[src/rtl/led_pulse_stretcher_if.sv]
// Event/LED bundle for led_pulse_stretcher. The master drives trigger.
// The slave is the stretcher, which returns the LED drive and the queue status.
interface led_pulse_stretcher_if #(
  parameter int PEND_W = 4
);
  logic              trigger;
  logic              led;
  logic              busy;
  logic [PEND_W-1:0] pending;
  logic              overflow;

  modport master (
    output trigger,
    input  led,
    input  busy,
    input  pending,
    input  overflow
  );

  modport slave (
    input  trigger,
    output led,
    output busy,
    output pending,
    output overflow
  );
endinterface

[src/rtl/led_pulse_stretcher.sv]
// Turns single-cycle trigger events into fixed-length LED blinks, each followed by an off-gap.
// Events that arrive during a blink are queued in a saturating counter.
module led_pulse_stretcher #(
  parameter int ON_CYCLES  = 65535,
  parameter int OFF_CYCLES = 65535,
  parameter int PEND_W     = 4
) (
  input  logic                  clk,
  input  logic                  rst_n,
  led_pulse_stretcher_if.slave  bus
);

  localparam int MAX_CYC = (ON_CYCLES > OFF_CYCLES) ? ON_CYCLES : OFF_CYCLES;
  // The timer counts down from N-1 to 0, so it only has to hold MAX_CYC-1.
  localparam int TMR_W = (MAX_CYC > 1) ? $clog2(MAX_CYC) : 1;
  localparam logic [TMR_W-1:0]  ON_LOAD  = TMR_W'(ON_CYCLES - 1);
  localparam logic [TMR_W-1:0]  OFF_LOAD = TMR_W'(OFF_CYCLES - 1);
  localparam logic [PEND_W-1:0] PEND_MAX = '1;

  typedef enum logic [1:0] {
    IDLE = 2'd0,
    ON   = 2'd1,
    GAP  = 2'd2
  } state_t;

  state_t            state_reg, state_next;
  logic [TMR_W-1:0]  timer_reg, timer_next;
  logic [PEND_W-1:0] pending_reg, pending_next;
  logic              led_reg;
  logic              overflow_reg, overflow_next;

  logic timer_done;
  logic demand;
  logic start;
  logic pend_inc;
  logic pend_dec;

  always_comb begin
    state_next    = state_reg;
    timer_next    = timer_reg;
    pending_next  = pending_reg;
    overflow_next = 1'b0;
    start         = 1'b0;
    timer_done    = (timer_reg == '0);
    demand        = bus.trigger || (pending_reg != '0);

    case (state_reg)
      IDLE: begin
        if (demand) begin
          start = 1'b1;
        end
      end
      ON: begin
        if (timer_done) begin
          state_next = GAP;
          timer_next = OFF_LOAD;
        end else begin
          timer_next = timer_reg - TMR_W'(1);
        end
      end
      GAP: begin
        if (timer_done) begin
          if (demand) begin
            start = 1'b1;
          end else begin
            state_next = IDLE;
          end
        end else begin
          timer_next = timer_reg - TMR_W'(1);
        end
      end
      default: begin
        state_next = IDLE;
        timer_next = '0;
      end
    endcase

    if (start) begin
      state_next = ON;
      timer_next = ON_LOAD;
    end

    // A blink start drains the queue first; a trigger it doesn't consume gets queued.
    pend_dec = start && (pending_reg != '0);
    pend_inc = bus.trigger && !(start && (pending_reg == '0));

    if (pend_inc && !pend_dec) begin
      if (pending_reg == PEND_MAX) begin
        overflow_next = 1'b1;
      end else begin
        pending_next = pending_reg + PEND_W'(1);
      end
    end else if (pend_dec && !pend_inc) begin
      pending_next = pending_reg - PEND_W'(1);
    end
  end

  always_ff @(posedge clk or negedge rst_n) begin
    if (!rst_n) begin
      state_reg    <= IDLE;
      timer_reg    <= '0;
      pending_reg  <= '0;
      led_reg      <= 1'b0;
      overflow_reg <= 1'b0;
    end else begin
      state_reg    <= state_next;
      timer_reg    <= timer_next;
      pending_reg  <= pending_next;
      led_reg      <= (state_next == ON);
      overflow_reg <= overflow_next;
    end
  end

  assign bus.led      = led_reg;
  assign bus.busy     = (state_reg != IDLE);
  assign bus.pending  = pending_reg;
  assign bus.overflow = overflow_reg;

endmodule

[src/flat_wrapper.sv]
// flat-port wrapper written by rule: the top's interface ports become plain ports
module led_pulse_stretcher_flat 
#(
  parameter int ON_CYCLES  = 65535,
  parameter int OFF_CYCLES = 65535,
  parameter int PEND_W     = 4
)
  (clk, rst_n, bus_trigger, bus_led, bus_busy, bus_pending, bus_overflow);
  led_pulse_stretcher_if #(.PEND_W(PEND_W)) bus_i ();
  input  logic clk;
  input  logic rst_n;
  input wire logic [$bits(bus_i.trigger)-1:0] bus_trigger;
  output wire logic [$bits(bus_i.led)-1:0] bus_led;
  output wire logic [$bits(bus_i.busy)-1:0] bus_busy;
  output wire logic [$bits(bus_i.pending)-1:0] bus_pending;
  output wire logic [$bits(bus_i.overflow)-1:0] bus_overflow;
  assign bus_i.trigger = bus_trigger;
  assign bus_led = bus_i.led;
  assign bus_busy = bus_i.busy;
  assign bus_pending = bus_i.pending;
  assign bus_overflow = bus_i.overflow;
  led_pulse_stretcher #(.ON_CYCLES(ON_CYCLES), .OFF_CYCLES(OFF_CYCLES), .PEND_W(PEND_W)) u_core (.clk(clk), .rst_n(rst_n), .bus(bus_i));
endmodule
[config.mk]
export PLATFORM = sky130hd
export DESIGN_NAME = led_pulse_stretcher_flat
export DESIGN_NICKNAME = d
export VERILOG_FILES = /design/src/rtl/led_pulse_stretcher_if.sv /design/src/rtl/led_pulse_stretcher.sv /design/src/flat_wrapper.sv
export SDC_FILE = /design/constraint.sdc
export NUM_CORES = 1
export LEC_CHECK = 0
export ABC_AREA = 1
export BUFFER_PORTS_ARGS = -buffer_cell sky130_fd_sc_hd__buf_4
export CORE_UTILIZATION = 34
export CTS_CLUSTER_DIAMETER = 120
export DETAILED_ROUTE_END_ITERATION = 7
export GPL_TIMING_DRIVEN = 0
export HOLD_SLACK_MARGIN = 0.08
export MAX_ROUTING_LAYER = met4
export PLACE_DENSITY = 0.5
export REMOVE_ABC_BUFFERS = 1
export SLEW_MARGIN = 20
export SYNTH_ARGS = -nofsm -noshare
export SYNTH_HDL_FRONTEND = slang
export SYNTH_SLANG_ARGS = --single-unit
[constraint.sdc]
create_clock -name clk -period 6.4 [get_ports clk]
set_clock_uncertainty 0.05 [all_clocks]
set_input_delay 0.64 -clock clk [delete_from_list [all_inputs] [get_ports clk]]
set_output_delay 0.64 -clock clk [all_outputs]
set_load 0.02 [all_outputs]
==> run summary, run 1 <==
Peak VDD IR: 0.198 mV
crit share post-route: 0.373
worst reg2reg startpoint: u_core.timer_reg[0]$_DFFE_PN0P_
Max Transition Viols Final: 0
Worst-Skew Late Latency: 0.27 ns
CTS tree: built
most used cell, CP: nand2_1
status: finished, final reports clean
largest net degree at the start of global routing: 25
Initial Util: 0.360
synthesis-stage register bit count: 24
top cells by area, synth: dfrtp_1 (35%), nand2_1 (10%), ha_1 (5.8%)
number of global-route vias before repair: 1491
CTS resizes: 0
drt initial violations: 68
Post-CTS Hold Buffers: 0
Critical Path Max Stage Delay: 0.38 ns
Crit-path slowest cell: dfrtp_1
RePlAce Congestion: 0.841
Die Width: 73.2 microns
Top Family by Delay on Critical Path: simple AND/OR/NAND/NOR gates
RSZ-0062 raised after global routing: false
maxcap violations: 0
final hold viol count: 0
vias per inst: 4.81
GRT Total Usage: 0.174
Synth Cell Area: 1720 sq um
clock-pin slew on the worst setup and hold paths: 0.09 ns
Row Count: 25
Cell variety after synth: 27
CP Capture Point: u_core.bus.pending[3]$_DFFE_PN0P_
CTS root buf: clkbuf_8
total setup buffers inserted after CTS: 0
Post-Synth Simple-Gate Area: 0.370
min Tclk post-route: 2.38 ns
nets: 249
die area: 5360 sq um
crit path max fanout: 5
XOR/XNOR share of the synthesized area: 0.0559
critical path launch point: u_core.timer_reg[0]$_DFFE_PN0P_
Adder-Cell Fraction of Synth Area: 0.0697
worst reg-to-reg path cell count: 15
CTS H-tree lvls: 1
Max Buffers Root-to-Sink: 2
Max Freq: 0.419 GHz
largest family of logic cells by synthesized area: simple AND/OR/NAND/NOR gates
FF-to-FF End: u_core.bus.pending[3]$_DFFE_PN0P_
Worst slew margin: 0.643
Antenna Nets Post-Route: 0
Crit. path cell count: 15
# fillers: 506
Final HPWL DP: 2.87 mm
crit path kind: reg2reg
R2R Setup Slk: 4.02 ns
Finish-stage setup viols: 0
clk sink count: 24
element type at the critical path end: flip-flop
first-pass GRT wire length: 6.87 mm
worst min-delay path class: in2async
Data arrival, critical path: 2.51 ns
initial antenna violation count: 0
Buf+Inv Stages, Crit Path: 2
pwr/cell area: 517 nW/um^2
Cells after Synth: 225
core area: 4790 sq um
Yosys warnings: 0
crit path cell chain: inv_1 > ha_1 > nand2_1 > nor2_2 > nand3_4 > nand3_1 > ha_1 > nand2_1 > nand2_1 > nor2_1 > inv_1 > nand2_1 > nand3_1 > nand2_1 > nand2_1
setup_tns: 0 ns
Avg Synthesized Cell Area: 7.66 sq um
Detailed Routing Iterations Pass 1: 4
layout cells sized above 1: 0.195
total power: 1.00 mW
Leak: 0.922 nW
Ports: 10
post-detailed-route wirelength per cell: 12.4 microns
post-synthesis sequential area ratio: 0.349
synthesis-to-layout area growth: 12.4%
Chip Height: 73.2 microns
number of CTS-inserted buffers: 3
Synth Area in Compound Gates: 0.0879
Req. time, crit path: 6.52 ns
critical path startpoint category: flip-flop
Worst Max-Slew Pin Slew: 0.534 ns
port buffer count: 9
Remaining Overflow, GRT: 0
multiplexer area fraction after synthesis: 0
largest area contributor in the netlist: dfrtp_1
Ant. Diodes: 0
number of flip-flops in the largest register: 16
WL final: 3.74 mm
number of remaining DRC errors: 0
via count: 1457
area share of the largest cell type after synthesis: 0.349
==> synth_stat cells, drive strengths merged <==
library cell and n:
a31oi 1, clkbuf 1, o21ai 18, ha 8, nand2 67, inv 24, nor2 36, nand4 5
fa 1, nor3 1, buf 1, nor4 2, xor2 8, nand3 15, dfrtp 24, xnor2 3
a21oi 8, o31ai 2
==> cells by family (layout without fill, tap and decap cells) <==
group | after synthesis | count (layout)
compound gates | 29 | 29
flops | 24 | 24
simple gates | 126 | 126
buf+inv | 26 | 37
xor+xnor | 11 | 11
fa+ha+maj | 9 | 9
==> routing by layer <==
metal / part of all wire / vias to the layer above / routed length (microns) / track usage
li1: - / 745 / - / -
met1: 0.51 / 695 / 1910 / 0.234
met2: 0.45 / 13 / 1690 / 0.264
met3: 0.020 / 4 / 75 / 0.0221
met4: 0.016 / 0 / 60 / 0.0675
met5: 0 / - / 0 / -
==> layout make-up <==
cell class	instances	area, sq um	area share
Multi-Input combinational cell	175	1010	0.519
Sequential cell	24	601	0.310
Inverter	24	108	0.0556
Tap cell	67	83.8	0.0433
Timing Repair Buffer	9	67.6	0.0349
Clock buffer	3	41.3	0.0213
Clock inverter	1	30.0	0.0155
==> where the power goes <==
group | switching, mW | leakage (nW) | internal [mW]
Clock | 0.0537 | 0.0357 | 0.0837
Combinational | 0.345 | 0.595 | 0.207
Sequential | 0.0888 | 0.291 | 0.224
==> layout by cell type, fill, tap and decap left out, types with 3 or more instances in the layout <==
master and count:
a21oi_1 8, buf_4 9, clkbuf_8 3, dfrtp_1 24, ha_1 8, inv_1 21, nand2_1 48, nand2_2 16
nand3_1 14, nand4_1 5, nor2_1 26, nor2_2 8, o21ai_0 15, o21ai_1 3, xnor2_1 3, xor2_1 8
==> through the flow <==
stage | cells | hold WS (ns) | setup slack [ns] | utilization | area, sq um
after detailed placement | 299 | 0.480 | 4.02 | 0.390 | 1870
after floorplan | 223 | 0.294 | 4.27 | - | 1710
after CTS | 303 | 0.209 | 3.99 | 0.405 | 1940
after global routing | 303 | 0.221 | 3.76 | 0.405 | 1940
final | 303 | 0.202 | 4.02 | 0.405 | 1940
after global placement | 299 | 0.478 | 4.03 | 0.390 | 1870
==> how the worst min path moves through the flow <==
stage                                            from                                 to  slack [ns]  cells after the start
floorplan                                       rst_n           u_core.bus.led$_DFF_PN0_        0.29                      0
global placement    u_core.bus.pending[3]$_DFFE_PN0P_  u_core.bus.pending[3]$_DFFE_PN0P_        0.48                      2
detailed placement  u_core.bus.pending[3]$_DFFE_PN0P_  u_core.bus.pending[3]$_DFFE_PN0P_        0.48                      2
CTS                                             rst_n   u_core.timer_reg[13]$_DFFE_PN0P_        0.21                      1
global route                                    rst_n   u_core.timer_reg[12]$_DFFE_PN0P_        0.22                      1
finish                                          rst_n   u_core.timer_reg[12]$_DFFE_PN0P_        0.20                      1
(Power assumes the default switching activity.)
==> inputs of run 2 (changes only) <==
Settings changed: PLACE_DENSITY 0.5 to 0.51.
Clock period 6.4 ns to 2 ns, I/O delays scaled along.
==> run 2 against run 1 <==
Final cell count rose by 5.6%. Critical path depth fell by 3. Clock-buffer cell count did not move. Via count rose by 2.3%. Global-route usage fell by 0.64 points. Flip-flop and latch count did not move. Clock power rose to 3.2 times the previous value. Non-clock buffer count rose by 17. Final area rose by 11%. Fmax rose by 22%. Combinational power rose to 3.8 times the previous value.
==> run summary, run 2 (synthesized netlist as in run 1, its figures left out) <==
Antenna Nets Post-Route: 0
largest net degree at the start of global routing: 25
number of CTS-inserted buffers: 3
pwr/cell area: 1650 nW/um^2
CTS H-tree lvls: 1
placed cell count: 299
nets: 266
status: finished, final reports clean
number of global-route vias before repair: 1403
initial antenna violation count: 0
post-detailed-route wirelength per cell: 12.4 microns
number of remaining DRC errors: 0
RSZ-0062 raised after global routing: true
drt initial violations: 63
# fillers: 490
maxcap violations: 0
max layer used: met4
vias per inst: 4.66
Final HPWL DP: 2.84 mm
core area: 4790 sq um
DP Area: 1870 sq um
Req. time, crit path: 2.12 ns
min Tclk post-route: 1.95 ns
crit share post-route: 0.974
Crit-path slowest cell: dfrtp_1
most frequent cells in the layout: nand2_1 (43), buf_4 (25), nor2_1 (24)
Initial Util: 0.360
Die Width: 73.2 microns
met3 wire len: 61 microns
worst min-delay path class: in2reg
Ant. Diodes: 0
CTS tree: built
Max Transition Viols Final: 0
Row Count: 25
die area: 5360 sq um
crit path cell chain: nor2_2 > nand2_2 > nor2_4 > nand3_4 > nand3_4 > ha_4 > nand2_1 > nor2_1 > nor2_2 > nand4_1 > nand4_1 > nand2_1
Leak: 1.01 nW
port buffer count: 9
Finish-stage setup viols: 0
non-filler cells in the finished layout: 320
clock-pin slew on the worst setup and hold paths: 0.09 ns
critical path startpoint category: flip-flop
clk sink count: 24
Max Buffers Root-to-Sink: 2
Remaining Overflow, GRT: 0
element type at the critical path end: flip-flop
via count: 1490
Worst Max-Slew Pin Slew: 0.328 ns
commonest non-fill, non-tap cell in the layout: nand2_1
worst reg2reg startpoint: u_core.timer_reg[7]$_DFFE_PN0P_
Peak VDD IR: 0.607 mV
Max Freq: 0.513 GHz
WL final: 3.98 mm
Hold Path Origin: bus_trigger
Detailed Routing Iterations Pass 1: 4
Ports: 10
crit path max fanout: 4
final hold viol count: 0
Met2 Wirelength: 1.81 mm
GRT Total Usage: 0.167
number of flip-flops in the largest register: 16
crit path kind: reg2reg
first-pass GRT wire length: 6.60 mm
synthesis-to-layout area growth: 25.1%
Worst slew margin: 0.779
RePlAce Congestion: 0.854
Final Cell Area: 2160 sq um
M1 wire length: 2.07 mm
critical path launch point: u_core.timer_reg[7]$_DFFE_PN0P_
Chip Height: 73.2 microns
Data arrival, critical path: 2.07 ns
Worst-Skew Late Latency: 0.27 ns
CTS root buf: clkbuf_8
Critical Path Max Stage Delay: 0.41 ns
layout cells sized above 1: 0.316
[run 2: timing repair]
action / CTS / global route
resized for setup: 9 / 14
endpoints found under the setup margin: 3 / 14
pin swaps: 5 / 15
endpoints found under the hold margin: 24 / 0
hold buffers: 1 / 0
setup buffers: 10 / 6
[run 2: layer usage]
layer | vias to the layer above | GRT usage
li1 | 784 | -
met1 | 690 | 0.232
met2 | 11 | 0.257
met3 | 5 | 0.0207
met4 | 0 | 0.0458
met5 | - | -
[run 2: final timing paths]
| path | to | slack [ns] | cells past startpoint |
|---|---|---|---|
| max reg2reg | u_core.bus.pending[3]$_DFFE_PN0P_ | 0.05 | 12 |
| min in group asynchronous | u_core.timer_reg[13]$_DFFE_PN0P_ | 0.31 | 2 |
| min | u_core.bus.pending[1]$_DFFE_PN0P_ | 0.29 | 5 |
| max in group asynchronous | u_core.timer_reg[3]$_DFFE_PN0P_ | 1.33 | 2 |
| min reg2reg | u_core.bus.pending[3]$_DFFE_PN0P_ | 0.50 | 2 |
| max | u_core.bus.pending[3]$_DFFE_PN0P_ | 0.05 | 12 |
[run 2: area by class of cell]
class                      instances  area, sq um  area share
clock inverter                     1         30.0      0.0139
tap                               67         83.8      0.0389
inverter                          24          110      0.0511
sequential                        24          604       0.280
timing repair buffer              26          198      0.0917
clock buffer                       3         41.3      0.0192
multi-input combinational        175         1090       0.505
[run 2: metrics by stage]
stage	setup WS [ns]	setup TNS, ns	hold WS, ns	utilization	power, mW
final	0.0517	0	0.293	0.450	3.56
after global routing	-0.0967	-0.149	0.331	0.450	3.90
after CTS	0.00796	0	0.272	0.430	3.42
after detailed placement	-0.355	-0.487	0.0769	0.390	2.79
after global placement	-0.374	-0.524	0.0751	0.390	2.79
after floorplan	-0.129	-0.129	-0.146	-	2.36
[run 2: worst max-delay path, delay by kind of cell (launching register included)]
kind | cells | cell delay [ns]
simple gates | 11 | 1.15
flops | 1 | 0.41
fa+ha+maj | 1 | 0.22
[run 2: report_power, final]
part | leakage [nW] | switching (mW) | internal, mW
logic | 0.687 | 1.23 | 0.880
clock network | 0.0357 | 0.171 | 0.268
registers | 0.288 | 0.288 | 0.722
==> inputs of run 3 (changes only) <==
--- a/config.mk
+++ b/config.mk
@@ -9,2 +9,4 @@
 export BUFFER_PORTS_ARGS = -buffer_cell sky130_fd_sc_hd__buf_4
+export CELL_PAD_IN_SITES_DETAIL_PLACEMENT = 0
+export CELL_PAD_IN_SITES_GLOBAL_PLACEMENT = 1
 export CORE_UTILIZATION = 34
@@ -15,3 +17,3 @@
 export MAX_ROUTING_LAYER = met4
-export PLACE_DENSITY = 0.51
+export PLACE_DENSITY = 0.65
 export REMOVE_ABC_BUFFERS = 1
==> constraint.sdc (replaced) <==
create_clock -name clk -period 2 [get_ports clk]
set_clock_uncertainty 0.05 [all_clocks]
set_input_delay 0.1 -clock clk [delete_from_list [all_inputs] [get_ports clk]]
set_output_delay 0.1 -clock clk [all_outputs]
set_load 0.02 [all_outputs]
==> run 3 against run 2 <==
Flip-flop and latch count is the same. Global-route usage up 0.19 points. Critical path type unchanged. Total power increased by 1.2%. Routed wire length rose by 0.28%. Largest cell class unchanged. Critical path depth grew 2. Clock power about the same. Die area did not move. Combinational power about the same. Highest routed layer unchanged. First-iteration DRC count fell by 43%. Non-clock buffer count unchanged.
==> run summary, run 3 (synthesized netlist as in run 1, its figures left out) <==
CTS H-tree lvls: 1
min Tclk post-route: 1.93 ns
Worst-Skew Late Latency: 0.27 ns
drt initial violations: 36
nets: 266
core area: 4790 sq um
GRT Total Usage: 0.169
status: finished, final reports clean
total power: 3.60 mW
crit path max fanout: 4
CTS tree: built
Max Transition Viols Final: 0
most frequent cells in the layout: nand2_1 (45), buf_4 (25), nor2_1 (24)
WL final: 3.99 mm
Top Family by Delay on Critical Path: simple AND/OR/NAND/NOR gates
initial antenna violation count: 0
Antenna Nets Post-Route: 0
worst min-delay path class: in2reg
pwr/cell area: 1660 nW/um^2
clk sink count: 24
commonest non-fill, non-tap cell in the layout: nand2_1
Max Freq: 0.517 GHz
Ports: 10
Crit-path slowest cell: dfrtp_2
RSZ-0062 raised after global routing: true
final hold viol count: 0
placed cell count: 299
Die Width: 73.2 microns
maxcap violations: 0
vias per inst: 4.67
non-filler cells in the finished layout: 320
Initial Util: 0.360
final core utilization: 0.453
Leak: 1.01 nW
crit share post-route: 0.967
port buffer count: 9
most used cell, CP: nand2_1
crit path cell chain: nor2_4 > nand2_2 > nor2_4 > nand3_4 > nand3_4 > ha_4 > nand2_1 > nand2_1 > nor2_2 > inv_1 > nand2_1 > nand3_1 > nand2_1 > nand2_1
Row Count: 25
first-pass GRT wire length: 6.73 mm
Chip Height: 73.2 microns
post-detailed-route wirelength per cell: 12.5 microns
number of remaining DRC errors: 0
via count: 1494
number of flip-flops in the largest register: 16
largest net degree at the start of global routing: 25
synthesis-to-layout area growth: 25.8%
critical path startpoint category: flip-flop
Buf+Inv Stages, Crit Path: 1
number of global-route vias before repair: 1429
die area: 5360 sq um
Remaining Overflow, GRT: 0
Worst slew margin: 0.761
Final HPWL DP: 2.84 mm
Ant. Diodes: 0
# fillers: 493
element type at the critical path end: flip-flop
RePlAce Congestion: 0.769
number of CTS-inserted buffers: 3
Peak VDD IR: 0.615 mV
clock-pin slew on the worst setup and hold paths: 0.09 ns
CTS root buf: clkbuf_8
Req. time, crit path: 2.12 ns
Worst Max-Slew Pin Slew: 0.355 ns
layout cells sized above 1: 0.316
Detailed Routing Iterations Pass 1: 4
Finish-stage setup viols: 0
crit path kind: reg2reg
Max Buffers Root-to-Sink: 2
Critical Path Max Stage Delay: 0.45 ns
Data arrival, critical path: 2.06 ns
## run 3: changes by cell type in the layout (fill, tap and decap cells not counted), moves of 2 or more
cell | previous run | this run
dfrtp_2 | 3 | 6
dfrtp_1 | 21 | 18
nand2_1 | 43 | 45
nand2_2 | 21 | 19
nor2_4 | 4 | 8
nor2_2 | 8 | 4
## run 3: layout make-up
| class | instances | area, sq um | share of cell area |
|---|---|---|---|
| repair buffers | 26 | 198 | 0.0912 |
| clock inverters | 1 | 30.0 | 0.0139 |
| flip-flops and latches | 24 | 608 | 0.281 |
| multi-input cells | 175 | 1100 | 0.507 |
| inverters | 24 | 108 | 0.0497 |
| well taps | 67 | 83.8 | 0.0387 |
| clock buffers | 3 | 41.3 | 0.0191 |
## run 3: what timing repair did
item                                    4_1_cts  5_1_grt
endpoints found under the setup margin        3       14
hold buffers                                  1        0
hold endpoints to repair                     24        0
pin swaps                                     2        7
buffers inserted                              7        9
gates resized for setup                      10       16
## run 3: path summary, 6_finish.rpt
path | startpoint | to | slack (ns) | cells past startpoint
min in group asynchronous | rst_n | u_core.timer_reg[2]$_DFFE_PN0P_ | 0.21 | 2
max | u_core.timer_reg[11]$_DFFE_PN0P_ | u_core.bus.pending[3]$_DFFE_PN0P_ | 0.07 | 14
max in group asynchronous | rst_n | u_core.timer_reg[8]$_DFFE_PN0P_ | 1.42 | 2
max reg2reg | u_core.timer_reg[11]$_DFFE_PN0P_ | u_core.bus.pending[3]$_DFFE_PN0P_ | 0.07 | 14
min reg2reg | u_core.bus.pending[3]$_DFFE_PN0P_ | u_core.bus.pending[3]$_DFFE_PN0P_ | 0.50 | 2
min | bus_trigger | u_core.bus.pending[1]$_DFFE_PN0P_ | 0.18 | 5
## run 3: report_power, final
part | switching (mW) | internal, mW | leakage [nW] | total, mW
Sequential | 0.302 | 0.728 | 0.285 | 1.03
Clock | 0.173 | 0.268 | 0.0357 | 0.441
Combinational | 1.23 | 0.898 | 0.687 | 2.13
## run 3: per-stage QoR
| stage | setup slack [ns] | hold slack (ns) | setup TNS, ns | cell area, sq um |
|---|---|---|---|---|
| floorplan | -0.129 | -0.246 | -0.129 | 1710 |
| global placement | -0.404 | -0.0173 | -0.577 | 1870 |
| detailed placement | -0.394 | -0.0188 | -0.535 | 1870 |
| CTS | 0.00228 | 0.163 | 0 | 2040 |
| global route | -0.0562 | 0.215 | -0.0562 | 2170 |
| finish | 0.0652 | 0.183 | 0 | 2170 |
## run 3: layer usage
layer	part of all wire	GRT usage	vias up
met2	0.45	0.258	10
met4	0.014	0.0545	0
li1	-	-	783
met3	0.014	0.0207	6
met1	0.52	0.233	695
met5	0	-	-
## run 3: worst min-delay path, cell delays in order
cell	delay (ns)
buf_4	0.12
nor2_1	0.06
nand2_2	0.07
nand3_1	0.07
nand2_1	0.06
